`config.mk`:
```
export PLATFORM = sky130hd
export DESIGN_NAME = csi2_vc_framer
export DESIGN_NICKNAME = d
export VERILOG_FILES = /design/src/rtl/csi2_vc_framer.sv
export SDC_FILE = /design/constraint.sdc
export NUM_CORES = 1
export LEC_CHECK = 0
export ABC_AREA = 1
export BUFFER_PORTS_ARGS = -buffer_cell sky130_fd_sc_hd__buf_2
export CAP_MARGIN = 20
export CORE_UTILIZATION = 45
export CTS_CLUSTER_SIZE = 16
export DETAILED_ROUTE_END_ITERATION = 10
export PLACE_DENSITY = 0.73
export SYNTH_ARGS = -nofsm -noshare
export SYNTH_HDL_FRONTEND = slang
export SYNTH_SLANG_ARGS = --single-unit
```
`constraint.sdc`:
```
create_clock -name clk_i -period 5.8 [get_ports clk_i]
set_clock_uncertainty 0.05 [all_clocks]
set_input_delay 0.58 -clock clk_i [delete_from_list [all_inputs] [get_ports clk_i]]
set_output_delay 0.58 -clock clk_i [all_outputs]
set_load 0.05 [all_outputs]
```
`src/rtl/csi2_vc_framer.sv`:
```
// csi2_vc_framer: tracks CSI-2 frames per virtual channel and forwards pixel payload as a video stream
module csi2_vc_framer #(
   parameter logic [3:0] VC_EN          = 4'b1111,
   parameter int         LINE_CNT_WIDTH = 12,
   parameter bit         EMBEDDED_PASS  = 1'b0
) (
   input  logic                      clk_i,
   input  logic                      rst_i,
   input  logic                      short_pkt_valid_i,
   input  logic [1:0]                short_pkt_v_channel_i,
   input  logic [5:0]                short_pkt_data_type_i,
   input  logic [15:0]               short_pkt_data_field_i,
   input  logic                      long_pkt_header_valid_i,
   input  logic [1:0]                long_pkt_v_channel_i,
   input  logic [5:0]                long_pkt_data_type_i,
   input  logic [15:0]               long_pkt_word_cnt_i,
   input  logic [31:0]               long_pkt_payload_i,
   input  logic                      long_pkt_payload_valid_i,
   input  logic [3:0]                long_pkt_payload_be_i,
   input  logic                      long_pkt_eop_i,
   input  logic                      crc_passed_i,
   input  logic                      crc_failed_i,
   output logic [31:0]               m_tdata_o,
   output logic                      m_tvalid_o,
   output logic [3:0]                m_tkeep_o,
   output logic                      m_tuser_o,
   output logic                      m_tlast_o,
   output logic [1:0]                m_tdest_o,
   output logic                      frame_done_o,
   output logic [1:0]                frame_done_vc_o,
   output logic [LINE_CNT_WIDTH-1:0] frame_lines_o,
   output logic                      sync_err_o,
   output logic [1:0]                sync_err_vc_o,
   output logic                      crc_err_o,
   output logic [1:0]                crc_err_vc_o
);
   localparam logic [5:0] DT_FS  = 6'h00;
   localparam logic [5:0] DT_FE  = 6'h01;
   localparam logic [5:0] DT_EMB = 6'h12;
   typedef enum logic {WAIT_FS, IN_FRAME} vc_state_e;
   vc_state_e                 state_q [4];
   vc_state_e                 state_d [4];
   logic [LINE_CNT_WIDTH-1:0] lines_q [4];
   logic [LINE_CNT_WIDTH-1:0] lines_d [4];
   logic [3:0]                sof_q, sof_d;
   logic                      armed_q, armed_d, fwd_q, fwd_d;
   logic [1:0]                vc_q, vc_d;
   logic [31:0]               tdata_q, tdata_d;
   logic [3:0]                tkeep_q, tkeep_d;
   logic                      tvalid_q, tvalid_d, tuser_q, tuser_d, tlast_q, tlast_d;
   logic [1:0]                tdest_q, tdest_d;
   logic                      done_q, done_d, sync_q, sync_d, crc_q, crc_d;
   logic [1:0]                done_vc_q, done_vc_d, sync_vc_q, sync_vc_d, crc_vc_q, crc_vc_d;
   logic [LINE_CNT_WIDTH-1:0] done_lines_q, done_lines_d;
   logic                      hdr_fwd;
   logic                      unused_inputs;
   logic [1:0]                svc, lvc;
   assign svc = short_pkt_v_channel_i;
   assign lvc = long_pkt_v_channel_i;
   assign hdr_fwd = long_pkt_data_type_i >= 6'h18 || (EMBEDDED_PASS && long_pkt_data_type_i == DT_EMB);
   assign unused_inputs = ^{crc_passed_i, short_pkt_data_field_i, long_pkt_word_cnt_i};
   // Beat forwarding first, then short packets update VC state, then the header sees that updated state
   always_comb begin
      for (int n = 0; n < 4; n++) begin
         state_d[n] = state_q[n];
         lines_d[n] = lines_q[n];
      end
      sof_d        = sof_q;
      armed_d      = armed_q;
      fwd_d        = fwd_q;
      vc_d         = vc_q;
      tdata_d      = '0;
      tkeep_d      = '0;
      tvalid_d     = 1'b0;
      tuser_d      = 1'b0;
      tlast_d      = 1'b0;
      tdest_d      = '0;
      done_d       = 1'b0;
      done_vc_d    = '0;
      done_lines_d = '0;
      sync_d       = 1'b0;
      sync_vc_d    = '0;
      crc_d        = crc_failed_i && fwd_q;
      crc_vc_d     = crc_d ? vc_q : 2'd0;
      if (armed_q && long_pkt_payload_valid_i) begin
         tvalid_d    = 1'b1;
         tdata_d     = long_pkt_payload_i;
         tkeep_d     = long_pkt_payload_be_i;
         tdest_d     = vc_q;
         tuser_d     = sof_q[vc_q];
         tlast_d     = long_pkt_eop_i;
         sof_d[vc_q] = 1'b0;
         if (long_pkt_eop_i) begin
            armed_d       = 1'b0;
            lines_d[vc_q] = &lines_q[vc_q] ? lines_q[vc_q] : lines_q[vc_q] + 1'b1;
         end
      end
      if (short_pkt_valid_i && VC_EN[svc]) begin
         if (short_pkt_data_type_i == DT_FS) begin
            sync_d       = state_q[svc] == IN_FRAME;
            sync_vc_d    = sync_d ? svc : 2'd0;
            state_d[svc] = IN_FRAME;
            sof_d[svc]   = 1'b1;
            lines_d[svc] = '0;
         end else if (short_pkt_data_type_i == DT_FE) begin
            done_d       = state_q[svc] == IN_FRAME;
            sync_d       = !done_d;
            done_vc_d    = done_d ? svc : 2'd0;
            sync_vc_d    = sync_d ? svc : 2'd0;
            done_lines_d = done_d ? lines_d[svc] : '0;
            state_d[svc] = WAIT_FS;
         end
      end
      if (long_pkt_header_valid_i && VC_EN[lvc]) begin
         armed_d = hdr_fwd && state_d[lvc] == IN_FRAME;
         fwd_d   = armed_d;
         vc_d    = armed_d ? lvc : vc_q;
         if (hdr_fwd && state_d[lvc] == WAIT_FS && !sync_d) begin
            sync_d    = 1'b1;
            sync_vc_d = lvc;
         end
      end
   end
   // State and registered outputs, all cleared by reset
   always_ff @(posedge clk_i) begin
      if (rst_i) begin
         for (int n = 0; n < 4; n++) begin
            state_q[n] <= WAIT_FS;
            lines_q[n] <= '0;
         end
         sof_q        <= '0;
         armed_q      <= 1'b0;
         fwd_q        <= 1'b0;
         vc_q         <= '0;
         tdata_q      <= '0;
         tkeep_q      <= '0;
         tvalid_q     <= 1'b0;
         tuser_q      <= 1'b0;
         tlast_q      <= 1'b0;
         tdest_q      <= '0;
         done_q       <= 1'b0;
         done_vc_q    <= '0;
         done_lines_q <= '0;
         sync_q       <= 1'b0;
         sync_vc_q    <= '0;
         crc_q        <= 1'b0;
         crc_vc_q     <= '0;
      end else begin
         for (int n = 0; n < 4; n++) begin
            state_q[n] <= state_d[n];
            lines_q[n] <= lines_d[n];
         end
         sof_q        <= sof_d;
         armed_q      <= armed_d;
         fwd_q        <= fwd_d;
         vc_q         <= vc_d;
         tdata_q      <= tdata_d;
         tkeep_q      <= tkeep_d;
         tvalid_q     <= tvalid_d;
         tuser_q      <= tuser_d;
         tlast_q      <= tlast_d;
         tdest_q      <= tdest_d;
         done_q       <= done_d;
         done_vc_q    <= done_vc_d;
         done_lines_q <= done_lines_d;
         sync_q       <= sync_d;
         sync_vc_q    <= sync_vc_d;
         crc_q        <= crc_d;
         crc_vc_q     <= crc_vc_d;
      end
   end
   assign m_tdata_o       = tdata_q;
   assign m_tvalid_o      = tvalid_q;
   assign m_tkeep_o       = tkeep_q;
   assign m_tuser_o       = tuser_q;
   assign m_tlast_o       = tlast_q;
   assign m_tdest_o       = tdest_q;
   assign frame_done_o    = done_q;
   assign frame_done_vc_o = done_vc_q;
   assign frame_lines_o   = done_lines_q;
   assign sync_err_o      = sync_q;
   assign sync_err_vc_o   = sync_vc_q;
   assign crc_err_o       = crc_q;
   assign crc_err_vc_o    = crc_vc_q;
endmodule

```
# Yosys cells after proc, flatten, opt, wreduce, memory -nomap -nowiden
# Memories as Yosys holds them, arrays and structs flattened. A register that Yosys moved wholly into a read port is not among the register bits.
# Cells that the tools add are included.
# word_totals
out_inout_bits	62
ram_bits	52
ff_bits	70
input_bits	92
elab_cells	143
mem_count	2
# classes
add_sub_neg	1
reduce_logical	23
n_eq_ne	1
n_mux	63
n_lt_le_gt_ge	11
n_bitwise	25
# memory_table
memory	words	word_bits	rd	rd_ports_with_merged_regs	wr	line_no	rtl
lines_q	4	12	5	1	4	43	logic [LINE_CNT_WIDTH-1:0] lines_q [4];
state_q	4	1	5	0	4	41	vc_state_e state_q [4];
# ops
cell	count
$mux W48	4
$mux W12	9
$and A48 B48 Y48	1
$bwmux W48	1
$demux W12 S2	2
$not A48 Y48	1
$bmux W12 S2	1
$mux W1	24
$mux W4	6
$mux W2	9
$add A12 B1 Y12 const B	1
$reduce_and A12 Y1	1
$logic_and A1 B1 Y1	11
$ge A3 B3 Y1 const B	3
$lt A2 B3 Y1 const B	3
$not A2 Y3	3
$and A4 B4 Y4	2
$bmux W1 S2	4
$not A4 Y4	2
$or A1 B1 Y1	8
$or A4 B4 Y4	2
$demux W1 S2	3
$eq A6 B1 Y1 const B	1
$ge A6 B5 Y1 const B	1
other kinds (10)	21

# Logic depth before layout (Yosys ltp)
# Gate-level depths: netlist (run 1).
# logic_depth
word_depth	18
mapped_depth	18
ltp_nobuf	16

# Worst setup path after synthesis (run 1)
# OpenSTA, ideal clock, no wires.
# synth_timing
kind	register to register
startpoint	register with a tool-made name
endpoint	register done_lines_q[4] (netlist: frame_lines_o[4])
required_ns	5.622
setup_time_ns	0.128
n_path_buf	2
path_slack_ns	3.642
period_less_slack_ns	2.158
stages_incl_launch_ff	18
arrival_ns	1.981
cell_sequence	dfxtp_1 buf_6 inv_8 buf_12 nand2_1 nand2_1 nand2_1 nand2_1 ha_1 nand3_4 xor2_1 nand2_1 o21ai_0 inv_1 nand2_1 nand2_1 nor2_1 nor2_1
# synth_lines
item	line_no	rtl
end signal, assigned	165	done_lines_q <= done_lines_d;
end, declared	54	logic [LINE_CNT_WIDTH-1:0] done_lines_q, done_lines_d;

==> run_results.csv, run 1 <==
group,metric,value,unit
yosys,synth_top_flop_cell,"dfxtp_1",
floorplanning,die_x,113,um
floorplanning,coreArea,0.0121,mm2
route,wl_per_cell,12.8,um
placed_design,place_inst,1069,
worst_setup_path,cp-end-kind,"flip-flop",
global_routing,overflow,0,
worst_setup_path,start_kind,"flip-flop",
worst_setup_path,crit_arrival,3.39,ns
floorplanning,die_h,113,um
global_routing,antenna_found_initial,0,
cts,cts_resized,0,
yosys,synth.top_cell.area_share,0.445,
yosys,yosysSeqAreaShare,0.445,
route,wl,14.1,mm
worst_setup_path,worst-setup-path-type,"reg2reg",
timing,tns,0,ns
worst_setup_path,cp.required,6.04,ns
worst_setup_path,path_max_fanout,26,
placed_design,place_congestion,0.838,
power,p_leak,3.44,nW
global_routing,grt_pass1_vias,4829,
yosys,netlist_top_cells_area,"dfxtp_1, nand2_1, nor2_1",
worst_setup_path,max_stage_delay,0.73,ns
yosys,syn_nets,898,
cts,clock-sinks,124,
yosys,synth_cell_types,32,
route,drc,0,
cells_and_area,stdcell_area,0.00685,mm2
yosys,async_reset_ff_frac,0,
timing,rsz0062_at_grt,"false",
worst_setup_path,path_buf_inv,3,
floorplanning,io_pins,154,
run_status,outcome,"completed",
power,peakVddDrop,191,uV
worst_setup_path,slowest_stage,"dfxtp_1",
route,vias,5313,
worst_setup_path,cp_top_family,"simple AND/OR/NAND/NOR gates",
route,drt_iter0_markers,392,
placed_design,portBuffers,117,
cts,numCtsBuffers,17,
timing,fmax,317,MHz
cts,cts_buffer_depth,2,
yosys,synth_top_area_cell,"dfxtp_1",
route,dr.pass1.iters,5,
timing,slew_viol_final,0,
cells_and_area,diodes,0,
yosys,syn_inst,805,
worst_setup_path,cpMostUsedCell,"nand2_1",
timing,finalSetupViolCount,0,
timing,finalHoldViolCount,0,
global_routing,grtUsageTotal,0.231,
cells_and_area,syn_to_final_growth,22.6,%
cells_and_area,nets,1013,
worst_setup_path,crit_chain,"buf_4 -> inv_8 -> nand2_1 -> nand2_1 -> nand2_1 -> nand2_1 -> ha_1 -> nand3_4 -> nor2_4 -> nand3_4 -> nand2_1 -> o21ai_0 -> inv_1 -> nand2_1 -> nand2_1 -> nor2_1 -> nor2_1",
flow_run,maxCapViolCount,0,
cts,clkLatencyLatePin,0.42,ns
power,power_density,297,mW/mm2
global_routing,grt_max_degree,27,
timing,whs,0.314,ns
timing,period_needed,3.16,ns
placed_design,post-dp-hpwl,9.39,mm
cts,ctsHoldBuffers,0,
route,ant_nets,0,
power,power,2.03,mW
yosys,synth_area,0.00558,mm2
global_routing,grt_pass1_wl,22.9,mm
placed_design,placed_area,0.00625,mm2
route,via_per_inst,4.83,
cts,post_cts_buffers,0,
floorplanning,initial_core_util,0.463,
timing,post-route-period-util,0.544,
timing,slew-limit-headroom,0.513,
min_path,hold_path_class,"in2reg",
cts,path_clk_slew,0.06,ns
yosys,synth_edf_count,0,
yosys,synth_warnings,0,
cells_and_area,drive_gt1_frac,0.222,
floorplanning,num_rows,40,
cts,cts_root_buffer,"clkbuf_16",
cts,cts_max_level,4,
floorplanning,die-area,0.0129,mm2
yosys,syn_avg_cell_area,6.93,um2
yosys,ys_seq_elements,124,
cts,cts_tree,"built",
cells_and_area,finalNonFillerCells,1101,
timing,worst_pin_slew,0.729,ns
## per-stage QoR
step / utilization / setup WS, ns
2_1_floorplan: - / 3.64
3_3_place_gp: 0.518 / 2.68
3_5_place_dp: 0.518 / 2.65
4_1_cts: 0.568 / 2.61
5_1_grt: 0.568 / 2.29
6_report: 0.568 / 2.64
## cell usage after synthesis, types with 2 or more instances
cell      number
nand2_1      199
nor2_1       141
dfxtp_1      124
inv_1         96
nand3_1       89
or2_2         28
a21oi_1       15
o21ai_0       15
o21ai_1       14
clkbuf_1      13
nand2_2        9
nand4_1        9
o211ai_1       9
buf_2          7
buf_6          7
nor3_1         4
a22oi_1        3
nand3_2        3
nor2_4         3
xor2_1         3
nand3_4        2
nor3_2         2
## worst paths after layout
kind	cells after the start	start	to	slack (ns)
min	3	long_pkt_payload_i[22]	m_tdata_o[22]	0.31
min reg2reg	2	fwd_q	fwd_q	0.42
max	17	flip-flop	frame_lines_o[4]	2.64
max reg2reg	17	flip-flop	frame_lines_o[4]	2.64
## worst min-delay path: stages
cell    delay [ns]
buf_2         0.09
inv_1         0.04
nor2_1        0.03
## report_power, final
part	internal, mW	switching, mW	leakage (nW)
clock network	0.656	0.421	0.296
logic	0.0296	0.0647	2.14
registers	0.857	0.00392	0.999
## sequential cells by signal, summed over array words and instances (netlist names), 2 cells and up, named ones only
name	flops
state_q	4
frame_done_vc_o	2
frame_lines_o	12
vc_q	2
m_tkeep_o	4
lines_q	48
sync_err_vc_o	2
m_tdest_o	2
sof_q	4
crc_err_vc_o	2
m_tdata_o	32
## metal layers
| metal | GRT usage | up-vias | wire length, um |
|---|---|---|---|
| met2 | 0.378 | 168 | 6690 |
| met5 | 0 | - | 0 |
| met3 | 0.0489 | 17 | 858 |
| li1 | - | 2747 | - |
| met4 | 0.0991 | 0 | 205 |
| met1 | 0.295 | 2381 | 6380 |
## cells in the final DEF (no fill, tap or decap)
master and count:
clkbuf_8 1, nand3_2 3, inv_2 1, a22oi_1 3, o21ai_1 14, clkinv_1 1
nand3_4 2, inv_1 96, nand2_2 9, clkbuf_16 17, o21bai_1 1, nor2_2 1
nor2_1 141, ha_1 1, inv_8 2, a31oi_1 1, inv_6 6, nor3_1 4
clkinv_4 3, nor3_2 2, buf_2 117, buf_4 8, nand3_1 89, nor2_4 3
o211ai_1 9, dfxtp_1 124, nand2_1 199, nand4_1 9, bufinv_16 2, clkinv_2 1
clkbuf_1 1, xor2_1 3, a21oi_1 15, o21ai_0 15, nor4_2 1, or2_2 28
## cells by family after synthesis
kind of cell | after synthesis | synth area share
adders and majority gates | 1 | 0.00224
AOI/OAI and AO/OA | 58 | 0.0581
buffers and inverters | 128 | 0.102
DFF | 124 | 0.445
xor gates and xnor gates | 3 | 0.00471
and+or+nand+nor | 491 | 0.388
## cell type report
type	instances	area, um2
fill	1180	5220
multi-input combinational	553	2530
sequential	124	2480
timing repair buffer	125	646
clock buffer	19	443
inverter	99	379
tap	168	210
clock inverter	13	155
(Power assumes the default switching activity.)
==> run 2, diff against run 1 <==
==> constraint.sdc (replaced) <==
create_clock -name clk_i -period 3.1 [get_ports clk_i]
set_clock_uncertainty 0.05 [all_clocks]
set_input_delay 0.31 -clock clk_i [delete_from_list [all_inputs] [get_ports clk_i]]
set_output_delay 0.31 -clock clk_i [all_outputs]
set_load 0.05 [all_outputs]
==> run 2 against run 1 <==
- maximum frequency increased by 16%
- largest power group unchanged
- register-to-register slack got worse by 2.3 ns
- flip-flop and latch count unchanged
- sequential power grew 87%
- via count rose by 0.60%
- utilization up 0.18 points
- critical path depth down 3
- worst hold slack lost 0.27 ns
- die area unchanged
- global-route usage increased by 0.20 points
==> run_results.csv, run 2 (same netlist as run 1, synthesis figures left out) <==
group,metric,value,unit
floorplanning,coreArea,0.0121,mm2
cells_and_area,syn_to_final_growth,23.0,%
floorplanning,initial_core_util,0.463,
min_path,hold_path_class,"in2reg",
global_routing,antenna_found_initial,0,
timing,fmax,368,MHz
worst_setup_path,crit_arrival,2.96,ns
global_routing,overflow,0,
cts,clkLatencyLatePin,0.43,ns
power,clockPowerShare,0.519,
cells_and_area,nets,1019,
min_path,hp-start,"long_pkt_payload_i[19]",
power,intPower,2.79,mW
route,drt_iter0_markers,331,
timing,finalHoldViolCount,0,
floorplanning,io_pins,154,
cells_and_area,finalNonFillerCells,1107,
floorplanning,num_rows,40,
timing,period_needed,2.72,ns
power,power,3.72,mW
timing,slew-limit-headroom,0.552,
cells_and_area,top_register,"lines_q",
cts,ctsHoldBuffers,0,
worst_setup_path,start_kind,"flip-flop",
cells_and_area,final_cell_mix,"nand2_1, nor2_1, dfxtp_1",
cts,post_cts_buffers,0,
power,power_density,542,mW/mm2
timing,rsz0062_at_grt,"false",
cells_and_area,diodes,0,
worst_setup_path,cp-end-kind,"flip-flop",
power,p_sw,932,uW
global_routing,grt_pass1_vias,4788,
route,dr.pass1.iters,5,
timing,slew_viol_final,0,
timing,worst_pin_slew,0.670,ns
power,power_frac_comb,0.049,
worst_setup_path,worst-setup-path-type,"reg2reg",
run_status,outcome,"completed",
worst_setup_path,r2r_slack,0.38,ns
cts,path_clk_slew,0.06,ns
timing,post-route-period-util,0.877,
cells_and_area,layout_commonest_cell,"nand2_1",
cts,cts_max_level,4,
flow_run,maxCapViolCount,0,
route,drc,0,
cells_and_area,largest_reg_flops,48,
worst_setup_path,reg2reg_to,"frame_lines_o[4]",
cts,numCtsBuffers,17,
floorplanning,die_x,113,um
route,ant_nets,0,
cts,clock-sinks,124,
cts,cts_resized,0,
global_routing,grtUsageTotal,0.233,
placed_design,place_inst,1075,
global_routing,grt_pass1_wl,23.0,mm
timing,tns,0,ns
cells_and_area,drive_gt1_frac,0.228,
floorplanning,die-area,0.0129,mm2
power,peakVddDrop,367,uV
placed_design,portBuffers,117,
placed_design,post-dp-hpwl,9.82,mm
cts,cts_root_buffer,"clkbuf_16",
worst_setup_path,path_max_fanout,14,
power,p_leak,3.45,nW
worst_setup_path,cp.required,3.34,ns
route,vias,5345,
floorplanning,die_h,113,um
worst_setup_path,crit_end,"frame_lines_o[4]",
cells_and_area,fillCellCount,1178,
placed_design,place_congestion,0.863,
power,pwr-share-seq,0.432,
route,via_per_inst,4.83,
route,wl_per_cell,13.0,um
cells_and_area,final_util,0.569,
timing,finalSetupViolCount,0,
route,wl,14.4,mm
global_routing,grt_max_degree,25,
cts,cts_tree,"built",
power,swShare,0.251,
worst_setup_path,r2r_cells,14,
cts,cts_buffer_depth,2,
run 2: worst min-delay path by stage:
| stage | end | cells after the start |
|---|---|---|
| 2_1_floorplan | armed_q | 1 |
| 3_3_place_gp | fwd_q | 2 |
| 3_5_place_dp | fwd_q | 2 |
| 4_1_cts | m_tdata_o[21] | 3 |
| 5_1_grt | m_tdata_o[11] | 3 |
| 6_report | m_tdata_o[19] | 3 |
run 2: per-stage QoR:
stage	cell area, um2	worst slack (ns)	hold slack (ns)
after floorplan	5580	0.942	0.329
after global placement	6290	0.532	0.407
after detailed placement	6290	0.504	0.412
after CTS	6870	0.433	0.0301
after global routing	6870	0.163	0.0277
final	6870	0.382	0.0394
run 2: per-layer routing:
metal  GRT usage  up-vias  part of all wire
met2       0.391      177              0.48
met3      0.0584       28             0.069
met4       0.104        0             0.019
li1            -     2763                 -
met5           0        -                 0
met1       0.283     2377              0.43
run 2: power by group through the flow:
| stage | combinational, mW | sequential, mW | clock (mW) |
|---|---|---|---|
| final | 0.183 | 1.61 | 1.93 |
| after global routing | 0.201 | 1.61 | 2.03 |
| after CTS | 0.182 | 1.61 | 1.95 |
| after detailed placement | 0.181 | 1.64 | 0 |
| after global placement | 0.179 | 1.64 | 0 |
| after floorplan | 0.0939 | 1.66 | 0 |
run 2: layout make-up:
type	instances	area, um2	share of cell area
multi-input combinational	553	2530	0.368
inverter	99	379	0.0552
timing repair buffer	131	691	0.101
clock inverter	15	149	0.0217
clock buffer	17	425	0.0620
tap	168	210	0.0306
sequential	124	2480	0.362
run 2: worst max-delay path, cell delays in order, from the launching register on:
cell,delay (ns)
dfxtp_1,0.48
buf_4,0.27
nand2_1,0.07
nand3_1,0.08
nand2_1,0.13
ha_1,0.28
nand3_4,0.14
xor2_1,0.31
nand2_1,0.14
o21ai_0,0.27
inv_1,0.08
nand2_1,0.06
nand2_1,0.05
nor2_1,0.11
nor2_1,0.05
